$ cat config.mk
export PLATFORM = sky130hd
export DESIGN_NAME = ram_arbiter
export DESIGN_NICKNAME = d
export VERILOG_FILES = /design/src/rtl/ram_arb_pkg.sv /design/src/rtl/ram_arb_pick.sv /design/src/rtl/ram_arbiter.sv
export SDC_FILE = /design/constraint.sdc
export NUM_CORES = 1
export LEC_CHECK = 0
export BUFFER_PORTS_ARGS = -buffer_cell sky130_fd_sc_hd__buf_2
export CAP_MARGIN = 10
export CORE_UTILIZATION = 49
export CTS_BUF_LIST = sky130_fd_sc_hd__clkbuf_8
export DETAILED_ROUTE_END_ITERATION = 10
export PLACE_DENSITY = 0.88
export SLEW_MARGIN = 20
export SYNTH_ARGS = -nofsm -noshare
export SYNTH_HDL_FRONTEND = slang
export SYNTH_SLANG_ARGS = --single-unit
export TNS_END_PERCENT = 30
$ cat constraint.sdc
create_clock -name clk -period 3.75 [get_ports clk]
set_clock_uncertainty 0.1 [all_clocks]
set_input_delay 0.75 -clock clk [delete_from_list [all_inputs] [get_ports clk]]
set_output_delay 0.75 -clock clk [all_outputs]
set_load 0.01 [all_outputs]
$ cat src/rtl/ram_arb_pkg.sv
// ram_arb_pkg: shared state encoding and default RAM window for the data RAM
// arbiter, the RAM model and the address decoder.
package ram_arb_pkg;

  typedef enum logic [1:0] {
    IDLE   = 2'd0,
    ACCESS = 2'd1,
    RESP   = 2'd2
  } state_t;

  localparam logic [15:0] RAM_BOUND_L = 16'h0200;
  localparam logic [15:0] RAM_BOUND_U = 16'h0400;

endpackage

$ cat src/rtl/ram_arb_pick.sv
// ram_arb_pick: combinational two-way request picker.
// Build option RAM_ARB_RR_EN: when defined, conflicts alternate against the
// last winner; otherwise port 0 always wins.
module ram_arb_pick (
  input  logic req0,
  input  logic req1,
  input  logic last,
  output logic gnt_idx,
  output logic any_req
);

  assign any_req = req0 | req1;

`ifdef RAM_ARB_RR_EN
  // On a conflict the port that did not win last time goes next.
  always_comb begin
    gnt_idx = req1;
    if (req0 && req1) gnt_idx = ~last;
  end
`else
  logic unused_last;
  assign unused_last = last;

  // Fixed priority: port 1 only wins when port 0 is idle.
  always_comb begin
    gnt_idx = ~req0 & req1;
  end
`endif

endmodule

$ cat src/rtl/ram_arbiter.sv
// ram_arbiter: shares the data RAM port between the CPU (port 0) and a
// DMA/debug requester (port 1). Each access is a fixed IDLE/ACCESS/RESP
// sequence with range check and absolute-to-offset translation.
// Build option RAM_ARB_RR_EN: round-robin arbitration instead of port 0 priority.
module ram_arbiter
  import ram_arb_pkg::*;
#(
  parameter logic [15:0] BOUND_L = RAM_BOUND_L,
  parameter logic [15:0] BOUND_U = RAM_BOUND_U
) (
  input  logic        clk,
  input  logic        rst,
  input  logic        req0,
  input  logic        req1,
  input  logic        we0,
  input  logic        we1,
  input  logic        bw0,
  input  logic        bw1,
  input  logic [15:0] addr0,
  input  logic [15:0] addr1,
  input  logic [15:0] wdata0,
  input  logic [15:0] wdata1,
  output logic        gnt0,
  output logic        gnt1,
  output logic        rvalid0,
  output logic        rvalid1,
  output logic        err0,
  output logic        err1,
  output logic [15:0] rdata,
  output logic [15:0] ram_addr,
  output logic [15:0] ram_Din,
  output logic        ram_RW,
  output logic        BW,
  input  logic [15:0] ram_out
);

  state_t      state;
  logic        port_q;
  logic        we_q;
  logic        bw_q;
  logic        in_range_q;
  logic [15:0] addr_q;
  logic [15:0] wdata_q;
  logic        rvalid0_q;
  logic        rvalid1_q;
  logic        err0_q;
  logic        err1_q;

  logic        last;
  logic        pick_idx;
  logic        any_req;

  logic        sel_we;
  logic        sel_bw;
  logic [15:0] sel_addr;
  logic [15:0] sel_wdata;
  logic [15:0] eff_addr;
  logic        sel_in_range;

  ram_arb_pick u_pick (
    .req0    (req0),
    .req1    (req1),
    .last    (last),
    .gnt_idx (pick_idx),
    .any_req (any_req)
  );

`ifdef RAM_ARB_RR_EN
  // Last-winner register; resets to port 1 so the first conflict goes to port 0.
  always_ff @(posedge clk) begin
    if (rst) begin
      last <= 1'b1;
    end else if (state == IDLE && any_req) begin
      last <= pick_idx;
    end
  end
`else
  assign last = 1'b0;
`endif

  assign sel_we    = pick_idx ? we1    : we0;
  assign sel_bw    = pick_idx ? bw1    : bw0;
  assign sel_addr  = pick_idx ? addr1  : addr0;
  assign sel_wdata = pick_idx ? wdata1 : wdata0;

  // Word accesses are always aligned; the range check uses the aligned address.
  assign eff_addr     = sel_bw ? sel_addr : {sel_addr[15:1], 1'b0};
  assign sel_in_range = (eff_addr >= BOUND_L) && (eff_addr < BOUND_U);

  // Transaction sequencer with registered grant, completion and read data.
  always_ff @(posedge clk) begin
    if (rst) begin
      state      <= IDLE;
      port_q     <= 1'b0;
      we_q       <= 1'b0;
      bw_q       <= 1'b0;
      in_range_q <= 1'b0;
      addr_q     <= '0;
      wdata_q    <= '0;
      gnt0       <= 1'b0;
      gnt1       <= 1'b0;
      rvalid0_q  <= 1'b0;
      rvalid1_q  <= 1'b0;
      err0_q     <= 1'b0;
      err1_q     <= 1'b0;
      rdata      <= '0;
    end else begin
      gnt0      <= 1'b0;
      gnt1      <= 1'b0;
      rvalid0_q <= 1'b0;
      rvalid1_q <= 1'b0;
      err0_q    <= 1'b0;
      err1_q    <= 1'b0;
      case (state)
        IDLE: begin
          if (any_req) begin
            port_q     <= pick_idx;
            we_q       <= sel_we;
            bw_q       <= sel_bw;
            addr_q     <= eff_addr;
            wdata_q    <= sel_wdata;
            in_range_q <= sel_in_range;
            gnt0       <= ~pick_idx;
            gnt1       <= pick_idx;
            state      <= ACCESS;
          end
        end
        ACCESS: begin
          if (!we_q && in_range_q) begin
            rdata <= bw_q ? {8'h00, ram_out[7:0]} : ram_out;
          end else begin
            rdata <= '0;
          end
          rvalid0_q <= ~port_q;
          rvalid1_q <= port_q;
          err0_q    <= ~port_q & ~in_range_q;
          err1_q    <= port_q & ~in_range_q;
          state     <= RESP;
        end
        RESP: begin
          state <= IDLE;
        end
        default: begin
          state <= IDLE;
        end
      endcase
    end
  end

  // A reset landing in the RESP cycle abandons the completion as well.
  assign rvalid0 = rvalid0_q & ~rst;
  assign rvalid1 = rvalid1_q & ~rst;
  assign err0    = err0_q & ~rst;
  assign err1    = err1_q & ~rst;

  // RAM port is only driven during ACCESS; writes are blocked while in reset.
  always_comb begin
    ram_addr = '0;
    ram_Din  = '0;
    BW       = 1'b0;
    ram_RW   = 1'b0;
    if (state == ACCESS) begin
      ram_addr = addr_q - BOUND_L;
      ram_Din  = bw_q ? {8'h00, wdata_q[7:0]} : wdata_q;
      BW       = bw_q;
      ram_RW   = we_q & in_range_q & ~rst;
    end
  end

endmodule

# Word-level counts from Yosys, hierarchy flattened
# Index checks and enable logic that the tools add are counted.
# word_totals
regBits,60
in_bits,88
elab_cells,58
# op_classes
addsub,1
order_cmp,2
n_eq_ne,2
n_mux,14
bitwise,18
n_reduce_logical,7
# op_table
op,n
2-to-1 mux 16 bit,7
"greater-or-equal comparator 16 x 10 -> 1 bit, second input constant",1
"less-than comparator 16 x 11 -> 1 bit, second input constant",1
"subtractor 16 x 10 -> 16 bit, second input constant",1
bitwise AND 1 bit,9
inverter 1 bit,8
2-to-1 mux 1 bit,5
case mux 2 bit (2 select lines),1
OR reduction 3 bit,1
"== test 2 x 1 -> 1 bit, second input constant",1
logical AND 1 bit,2
logical NOT 2 bit,1
2-to-1 mux 2 bit,1
"inequality test 2 bit, second input constant",1
AND reduction 2 bit,1
OR reduction 2 bit,1
logical NOT 1 bit,1
bitwise OR 1 bit,1

# Longest topological paths before layout
# Gate-level depths: netlist of the first run.
# logic_depth
ltp_word,6
mapped_depth,7

# By module
# A second synthesis of the first run with hierarchy kept.
# hier_totals
hier_cells,298
hier_area_um2,2731.4
# modules_own_cells
mod,n_inst,cells_per_inst,area_per_inst_um2,seq_area_each_um2
ram_arbiter,1,296,2718.9,1201.2
ram_arb_pick,1,2,12.5,0.0

# Least setup slack after synthesis of the first run
# OpenSTA, ideal clock, no wires.
# synth_timing
kind,register -> output
startpoint,register addr_q[9]
endpoint,output port ram_addr[15]
arrival_ns,1.261
slack_ns,1.639
path_stages_with_launch,6
path_buffers,0
cell_sequence,dfxtp_1 inv_1 ha_1 nand2_1 or4_1 a21oi_1
# synth_between
elab_chain_cells,2
# synth_rtl
item,line,text
"start, declared",ram_arbiter.sv:42,logic [15:0] addr_q;
"start signal, assigned",ram_arbiter.sv:120,addr_q <= eff_addr;
subtractor 16 x 10 -> 16 bit,ram_arbiter.sv:163,ram_addr = addr_q - BOUND_L;
2-to-1 mux 16 bit,ram_arbiter.sv:162,if (state == ACCESS) begin
"end, declared",ram_arbiter.sv:30,"output logic [15:0] ram_addr,"
# No other way between the ends.

# Final worst setup path of the first run
# layout_timing
startpoint,register state[0]
endpoint,output port ram_Din[8]
# layout_between
elab_chain_cells,2
# layout_rtl
item,line,text
"start, declared",ram_arbiter.sv:37,state_t state;
"start signal, assigned",ram_arbiter.sv:93,state <= IDLE;
"start signal, assigned",ram_arbiter.sv:125,state <= ACCESS;
"start signal, assigned",ram_arbiter.sv:138,state <= RESP;
== test 2 x 1 -> 1 bit,ram_arbiter.sv:162,
2-to-1 mux 16 bit,ram_arbiter.sv:162,
"end, declared",ram_arbiter.sv:31,"output logic [15:0] ram_Din,"
# No other way between the ends.

==> results.ini, run 1 <==
[clock_network]
cts.sinks = 60
clkLatencyLatePin_ps = 320
post_cts_buffers = 0
ctsHoldBuffers = 0
cts_root_buffer = clkbuf_8
cts_resized = 0
cts_buffers = 9
clockBufferDepth = 2
path_clk_slew_ps = 60
htree_levels = 3
cts_tree = done

[critical_path]
cp_max_fo = 16
rr_worst_depth = 4
required_ps = 2900
endpoint_kind = output pin
r2r_setup_slack_ps = 1680
r2r_end = addr_q[0]$_SDFFE_PP0P_
worstSetupStartpointType = flop
crit_type = reg -> out
cp.arrival_ps = 1990
r2r_start = state[1]$_SDFFE_PP0P_

[hold_path]
hold_class = reg -> reg
min_from = addr_q[0]$_SDFFE_PP0P_
min_path_cells = 2
hold_path_end = addr_q[0]$_SDFFE_PP0P_

[sta]
finalSetupViolCount = 0
drv_slew = 0
period_share_pct = 75.82
min_period_ps = 2843
worstMarginPinSlew_ps = 967.2
hold_violations = 0
slew_headroom_pct = 35.52
fin_setup_tns_ps = 0
max_freq_mhz = 351.7
rsz0062_at_grt = no

[placed_design]
gp_congestion = 0.8121
dpl.hpwl_mm = 4.866
dpl_cell_area_um2 = 3242
dpl.cell_count = 467
portBuffers = 143

[synthesis]
synth-xor-area-share_pct = 1.041
synth_mux_area_share_pct = 3.173
avgSynthCellArea_um2 = 9.347
syn_nets = 359
synthCells = 270
synth_compound_area_share_pct = 19.14
yosys.area.top_type_share_pct = 47.60
ys_warn_count = 0
synthAdderAreaFrac_pct = 0.4958
yosysTopAreaCell = dfxtp_1
synth_cell_type_count = 34
netlist_area_um2 = 2524
seq_area_frac_synth_pct = 47.60
synth-simple-area-share_pct = 20.28
synthTopCellsByArea = dfxtp_1 (48%), a222oi_1 (9.9%), and2_1 (6.9%)
ys_ff_latch = 60
synth_top_family_by_area = simple AND/OR/NAND/NOR gates

[status]
status = complete, no violations

[power]
power_switching_uw = 367.1
p_int_uw = 1063
cellLeakagePower_uw = 0.001878
comb_power_share_pct = 14.8
powerDensity_nw_per_um2 = 417.3
power_frac_clock_pct = 36.0
ir_drop_v = 0.0003303
switching_share_pct = 25.68
seqPwrFrac_pct = 49.2

[layout]
layout.area.seq_um2 = 1201
final_common_cell = buf_2
multi_input_area_um2 = 1116
antennaDiodeCount = 0
stdcell_area_um2 = 3426
syn2layout_area_growth_pct = 35.75
most-common-layout-cells = buf_2 (143), dfxtp_1 (60), inv_1 (31), nor2_1 (28), and2_1 (28)
fillers = 386
fin_cells = 483
layout-drive-gt1-share_pct = 39.90
nNetsFinal = 500

[routing]
ant_nets = 0
routed_wl_mm = 6.506
dr_total_vias = 2550
routedWlPerCell_um = 13.47
via_per_inst = 5.280
drt_iter0_drc = 148
drc = 0
first_pass_iters = 5

[floorplanning]
die_width_um = 73.77
fp-row-count = 25
core_area_um2 = 4848
ioPinCount = 144
fp.dieH_um = 73.77
start_util_pct = 52.05
dieArea_um2 = 5441

[global_routing]
grt_pass1_wl_mm = 9.901
antenna_found_initial = 0
grt_usage_pct = 24.28
grt_overflow = 0
grt_max_degree = 29
grt_pass1_vias = 2402

[run]
drv_cap = 0

area by class of cell:
class,instances,area share (%)
inverters,28,3.068
multi-input cells,166,32.58
clock buffers,12,4.821
flip-flops and latches,60,35.06
well taps,67,2.447
repair buffers,146,21.55
clock inverters,4,0.4748
flip-flops by register name, indices dropped and copies added, names as in the netlist, 2 cells and up:
name and cells:
addr_q 16, rdata 16, state 2, wdata_q 16
worst max-delay path: stages, from the launching register on:
cell and delay, ps:
dfxtp_1 460, nand2b_1 360, nor2_1 510, and2_1 200, buf_2 130
cell usage after synthesis:
master    count
ha_1          1
nor2b_1       7
or4_1         2
xor2_1        1
nor2_1       28
or2_2         1
o21ai_0       8
dfxtp_1      60
a222oi_1     25
nor4_1        1
buf_12        1
buf_2        10
a32oi_1       1
inv_1        28
o31ai_1       1
o31ai_2       1
nor3_1        8
nand2b_1      2
and3_1        1
mux2i_1       8
nor4_4        1
buf_6         2
nand3_1       1
a21o_1        1
nand2_1      12
nor3_2        1
or3_1         1
xnor2_1       2
nand2b_4      1
a21oi_1       4
and2_1       28
a21oi_2       1
a22oi_1      17
clkbuf_1      3
power by group through the flow:
stage / clock network, uW / registers [uW] / logic (uW)
CTS: 523 / 703 / 212
floorplan: 0 / 710 / 130
global placement: 0 / 714 / 206
global route: 556 / 709 / 235
finish: 515 / 704 / 211
detailed placement: 0 / 717 / 212
cell families after synthesis:
logic type,Yosys count
simple gates,95
flops,60
compound gates,59
buf+inv,44
mux,8
xor+xnor,3
fa+ha+maj,1
worst max-delay path by stage:
| stage | startpoint | cells past startpoint | endpoint | slack [ps] |
|---|---|---|---|---|
| finish | state[0]$_SDFFE_PP0P_ | 4 | ram_Din[8] | 910 |
| detailed placement | rst | 5 | addr_q[0]$_SDFFE_PP0P_ | 1050 |
| global route | state[0]$_SDFFE_PP0P_ | 4 | ram_Din[15] | 700 |
| floorplan | addr_q[9]$_SDFFE_PP0P_ | 5 | ram_addr[15] | 1640 |
| CTS | state[0]$_SDFFE_PP0P_ | 3 | BW | 860 |
| global placement | rst | 5 | addr_q[0]$_SDFFE_PP0P_ | 1130 |
per-layer routing:
layer / routed length [um] / part of all wire, % / GRT usage [%]
met5: 0 / 0 / 0
met3: 513 / 7.9 / 8.368
met4: 91 / 1.4 / 9.615
met2: 3277 / 50 / 45.67
met1: 2623 / 40 / 24.19
stage by stage:
stage	setup WS (ps)	hold slack [ps]	utilization, %	total power [uW]
floorplan	1639	316.7	-	839.3
global placement	1126	340.9	66.86	920.6
detailed placement	1050	343.8	66.86	928.1
CTS	861.8	364.0	70.61	1439
global route	699.8	396.3	70.66	1500
finish	906.9	359.5	70.66	1430
No activity file was read; power rests on OpenSTA's default activity.
==> inputs of run 2 (changes only) <==
Settings changed: CORE_UTILIZATION 49 to 45, PLACE_DENSITY 0.88 to 0.82.
Clock period 3.75 ns to 2.9 ns, I/O delays scaled along.
==> run 2 against run 1 <==
  * Worst hold slack about the same
  * Critical endpoint is now ram_Din[12]
  * Die area increased by 8.6%
  * Total power increased by 26%
  * Cell area about the same
  * Largest power group unchanged
  * Core utilization decreased by 5.3 points
  * Critical path type unchanged
  * Setup slack got worse by 620 ps
  * Sequential share of layout area about the same
  * Final cell count unchanged
==> results.ini, run 2 (synthesis gave the netlist of run 1 again) <==
[layout]
nNetsFinal = 502
fillers = 446
final_common_cell = buf_2
fin_cells = 483
most-common-layout-cells = buf_2 (143), dfxtp_1 (60), inv_1 (28), nor2_1 (28), and2_1 (28)
syn2layout_area_growth_pct = 35.70
top_regs = addr_q x16, rdata x16, wdata_q x16
antennaDiodeCount = 0
layout-drive-gt1-share_pct = 39.95
stdcell_area_um2 = 3425

[floorplanning]
core_area_um2 = 5238
fp-row-count = 26
start_util_pct = 48.18
dieArea_um2 = 5911
fp.dieH_um = 76.89
ioPinCount = 144
die_width_um = 76.89

[critical_path]
path_cells = nand2b_1 -> nor2_1 -> and2_1 -> buf_2
r2r_end = rdata[15]$_SDFFE_PP0P_
endpoint_kind = output pin
required_ps = 2220
cp_num_buf_inv = 1
slowest_stage = nor2_1
rr_worst_depth = 5
crit_start = state[0]$_SDFFE_PP0P_
crit_type = reg -> out
r2r_setup_slack_ps = 910
r2r_start = state[0]$_SDFFE_PP0P_
max_stage_delay_ps = 510
worstSetupStartpointType = flop
cpLargestDelayFamily = simple AND/OR/NAND/NOR gates
cp.arrival_ps = 1940
cp_max_fo = 12

[hold_path]
min_path_cells = 3
hold_class = in -> reg
hold_path_end = addr_q[5]$_SDFFE_PP0P_
min_from = addr1[5]

[global_routing]
grt_usage_pct = 22.76
grt_overflow = 0
grtUsageMet3_pct = 4.643
grt_pass1_wl_mm = 10.68
use_met1_pct = 26.13
grt_max_degree = 30
busiest_layer = met2
globalRouteMet2Util_pct = 40.18
grt_pass1_vias = 2411
antenna_found_initial = 0

[routing]
dr_total_vias = 2575
drt_iter0_drc = 190
routedWlPerCell_um = 13.38
first_pass_iters = 8
ant_nets = 0
via_per_inst = 5.331
routed_wl_mm = 6.464
drc = 0

[sta]
finalSetupViolCount = 0
rsz0062_at_grt = no
period_share_pct = 90.23
min_period_ps = 2617
worstMarginPinSlew_ps = 556.3
hold_violations = 0
drv_slew = 0
max_freq_mhz = 382.2
slew_headroom_pct = 62.71
fin_setup_tns_ps = 0

[clock_network]
post_cts_buffers = 0
cts_root_buffer = clkbuf_8
path_clk_slew_ps = 60
clkLatencyLatePin_ps = 320
cts_resized = 0
cts_tree = done
cts.sinks = 60
htree_levels = 3
cts_buffers = 9
ctsHoldBuffers = 0
clockBufferDepth = 2

[run]
drv_cap = 0

[placed_design]
dpl_cell_area_um2 = 3273
portBuffers = 143
dpl.cell_count = 472
gp_congestion = 0.8080
dpl.hpwl_mm = 4.699

[power]
cellLeakagePower_uw = 0.001864
ir_drop_v = 0.0003429
powerDensity_nw_per_um2 = 526.8

[status]
status = complete, no violations

==> run 2: changes by cell type in the layout (fill, tap and decap cells not counted) <==
cell      change
clkbuf_8      -1
buf_12        +1
inv_1         -3
buf_4         +1
nor2b_2       -1
nor2b_1       +1
clkinv_2      -1
==> run 2: worst max-delay path by stage <==
stage / cells after the start / endpoint / slack, ps
after floorplan: 5 / ram_addr[15] / 960
after global placement: 4 / ram_Din[15] / 710
after detailed placement: 4 / ram_Din[11] / 630
after CTS: 4 / ram_Din[11] / 260
after global routing: 4 / ram_Din[11] / 50
final: 4 / ram_Din[12] / 280
==> run 2: cell type report <==
cell class | instances | area [um2] | area share (%)
Timing Repair Buffer | 148 | 765.7 | 22.36
Clock buffer | 11 | 151.4 | 4.421
Tap cell | 70 | 87.58 | 2.558
Inverter | 28 | 105.1 | 3.069
Sequential cell | 60 | 1201 | 35.07
Multi-Input combinational cell | 166 | 1114 | 32.52
==> run 2: through the flow <==
step,setup slack (ps),util (%),hold WS [ps],total power (uW)
CTS,261.3,65.38,345.7,1819
floorplan,958.6,-,316.7,1085
finish,283.4,65.38,359.1,1804
global route,50.92,65.38,358.6,1892
detailed placement,626.6,62.49,359.6,1208
global placement,708.9,62.49,328.9,1199
==> run 2: tightest hold or removal path: cells and delay by family <==
family	cells	cell delay (ps)
buffers and inverters	2	120
AO/OA/AOI/OAI	1	50
==> run 2: report_power, final <==
| part | switching, uW | internal [uW] | total, uW |
|---|---|---|---|
| sequential | 34.4 | 876 | 911 |
| clock | 279 | 333 | 612 |
| combinational | 148 | 134 | 282 |
| total | 462 | 1340 | 1800 |
==> run 2: per-layer routing <==
metal  up-vias  wire length, um
li1       1245                -
met1      1161             2702
met2       161             2995
met3         8              662
met4         0              104
met5         -                0
==> inputs of run 3 (changes only) <==
Settings changed: RECOVER_POWER from default to 25.
==> run 3 against run 2 <==
  * Sequential power is essentially flat
  * Clock power is essentially flat
  * Sequential cell count is the same
  * Total power is essentially flat
  * Combinational power is essentially flat
  * Clock-buffer cell count is the same
  * Sequential share of layout area grew 0.31 points
  * Cell area shrank 0.88%
  * Critical endpoint unchanged
==> results.ini, run 3 (synthesis gave the netlist of run 1 again) <==
[status]
status = complete, no violations

[layout]
most-common-layout-cells = buf_2 (125), dfxtp_1 (60), inv_1 (28), nor2_1 (28), and2_1 (28)
final_common_cell = buf_2
fillers = 460
final_core_util_pct = 64.81
stdcell_area_um2 = 3395
antennaDiodeCount = 0
nNetsFinal = 502
top_regs = addr_q x16, rdata x16, wdata_q x16
layout-drive-gt1-share_pct = 35.11
syn2layout_area_growth_pct = 34.51

[sta]
finalSetupViolCount = 0
max_freq_mhz = 385.3
fin_ws_ps = 304.3
hold_violations = 0
holdWs_ps = 358.2
slew_headroom_pct = 16.60
drv_slew = 0
worstMarginPinSlew_ps = 1251
rsz0062_at_grt = no
period_share_pct = 89.51
fin_setup_tns_ps = 0
min_period_ps = 2596

[placed_design]
dpl_cell_area_um2 = 3273
dpl.hpwl_mm = 4.699
gp_congestion = 0.8080
portBuffers = 143
pre_cts_slack_ps = 626.6

[routing]
ant_nets = 0
routed_wl_mm = 6.506
via_per_inst = 5.275
dr_total_vias = 2548
drc = 0
first_pass_iters = 5
routedWlPerCell_um = 13.47
drt_iter0_drc = 192

[global_routing]
grt_pass1_vias = 2411
antenna_found_initial = 0
grt_max_degree = 30
grt_overflow = 0
grt_usage_pct = 22.76
grt_pass1_wl_mm = 10.68

[clock_network]
ctsHoldBuffers = 0
cts_tree = done
post_cts_buffers = 0
path_clk_slew_ps = 60
cts_resized = 0
clockBufferDepth = 2
cts_root_buffer = clkbuf_8
cts_buffers = 9
cts.sinks = 60
htree_levels = 3
clkLatencyLatePin_ps = 320

[power]
ir_drop_v = 0.0003430
cellLeakagePower_uw = 0.001783
powerDensity_nw_per_um2 = 531.1

[critical_path]
crit_start = state[0]$_SDFFE_PP0P_
required_ps = 2220
crit_type = reg -> out
crit_end = ram_Din[12]
path_cells = nand2b_1 -> nor2_1 -> and2_1 -> buf_2
rr_worst_depth = 4
r2r_start = state[1]$_SDFFE_PP0P_
slowest_stage = nor2_1
worstSetupStartpointType = flop
r2r_setup_slack_ps = 650
endpoint_kind = output pin
r2r_end = addr_q[0]$_SDFFE_PP0P_
cp_max_fo = 12
cp.arrival_ps = 1920
max_stage_delay_ps = 500

[floorplanning]
core_area_um2 = 5238
die_width_um = 76.89
dieArea_um2 = 5911
fp-row-count = 26
start_util_pct = 48.18
fp.dieH_um = 76.89
ioPinCount = 144

[hold_path]
hold_class = in -> reg

[run]
drv_cap = 0

==> run 3: cell count changes in the layout (fill, tap and decap cells not counted), sizes merged <==
| cell | change |
|---|---|
| clkbuf | +19 |
| buf | -19 |
==> run 3: final cells by class <==
class                      count  area [um2]  area share (%)
sequential                    60        1201           35.39
multi-input combinational    166        1110           32.69
timing repair buffer         148       739.5           21.78
clock buffer                  11       151.4           4.460
inverter                      28       105.1           3.096
tap                           70       87.58           2.580
==> run 3: how the worst min path moves through the flow <==
| stage | startpoint | to | slack [ps] | cells past startpoint |
|---|---|---|---|---|
| 2_1_floorplan | addr_q[0]$_SDFFE_PP0P_ | addr_q[0]$_SDFFE_PP0P_ | 320 | 2 |
| 5_1_grt | addr1[6] | addr_q[6]$_SDFFE_PP0P_ | 360 | 3 |
| 3_5_place_dp | wdata_q[9]$_SDFFE_PP0P_ | wdata_q[9]$_SDFFE_PP0P_ | 360 | 2 |
| 6_report | addr1[5] | addr_q[5]$_SDFFE_PP0P_ | 360 | 3 |
| 4_1_cts | wdata1[9] | wdata_q[9]$_SDFFE_PP0P_ | 350 | 3 |
| 3_3_place_gp | addr_q[0]$_SDFFE_PP0P_ | addr_q[0]$_SDFFE_PP0P_ | 330 | 2 |
==> run 3: routing by layer <==
metal / wire [um] / share of wire [%] / global-route usage [%] / vias to the layer above
met5: 0 / 0 / 0 / -
met3: 653 / 10 / 4.643 / 8
met1: 2724 / 42 / 26.13 / 1147
met4: 108 / 1.7 / 10.58 / 0
li1: - / - / - / 1241
met2: 3020 / 46 / 40.18 / 152
==> run 3: through the flow <==
step                      power (uW)  instances
after floorplan                 1085        270
after global placement          1199        472
after detailed placement        1208        472
after CTS                       1819        483
after global routing            1891        483
final                           1803        483
==> run 3: worst max-delay path: cells and delay by family (launching register included) <==
| family | cells | cell delay [ps] |
|---|---|---|
| buffers and inverters | 1 | 130 |
| DFF | 1 | 460 |
| and+or+nand+nor | 3 | 1010 |
==> run 3: power breakdown <==
part | switching (uW) | total [uW] | internal (uW)
clock | 280 | 612 | 333
combinational | 147 | 280 | 133
sequential | 34.3 | 911 | 876
total | 461 | 1800 | 1340
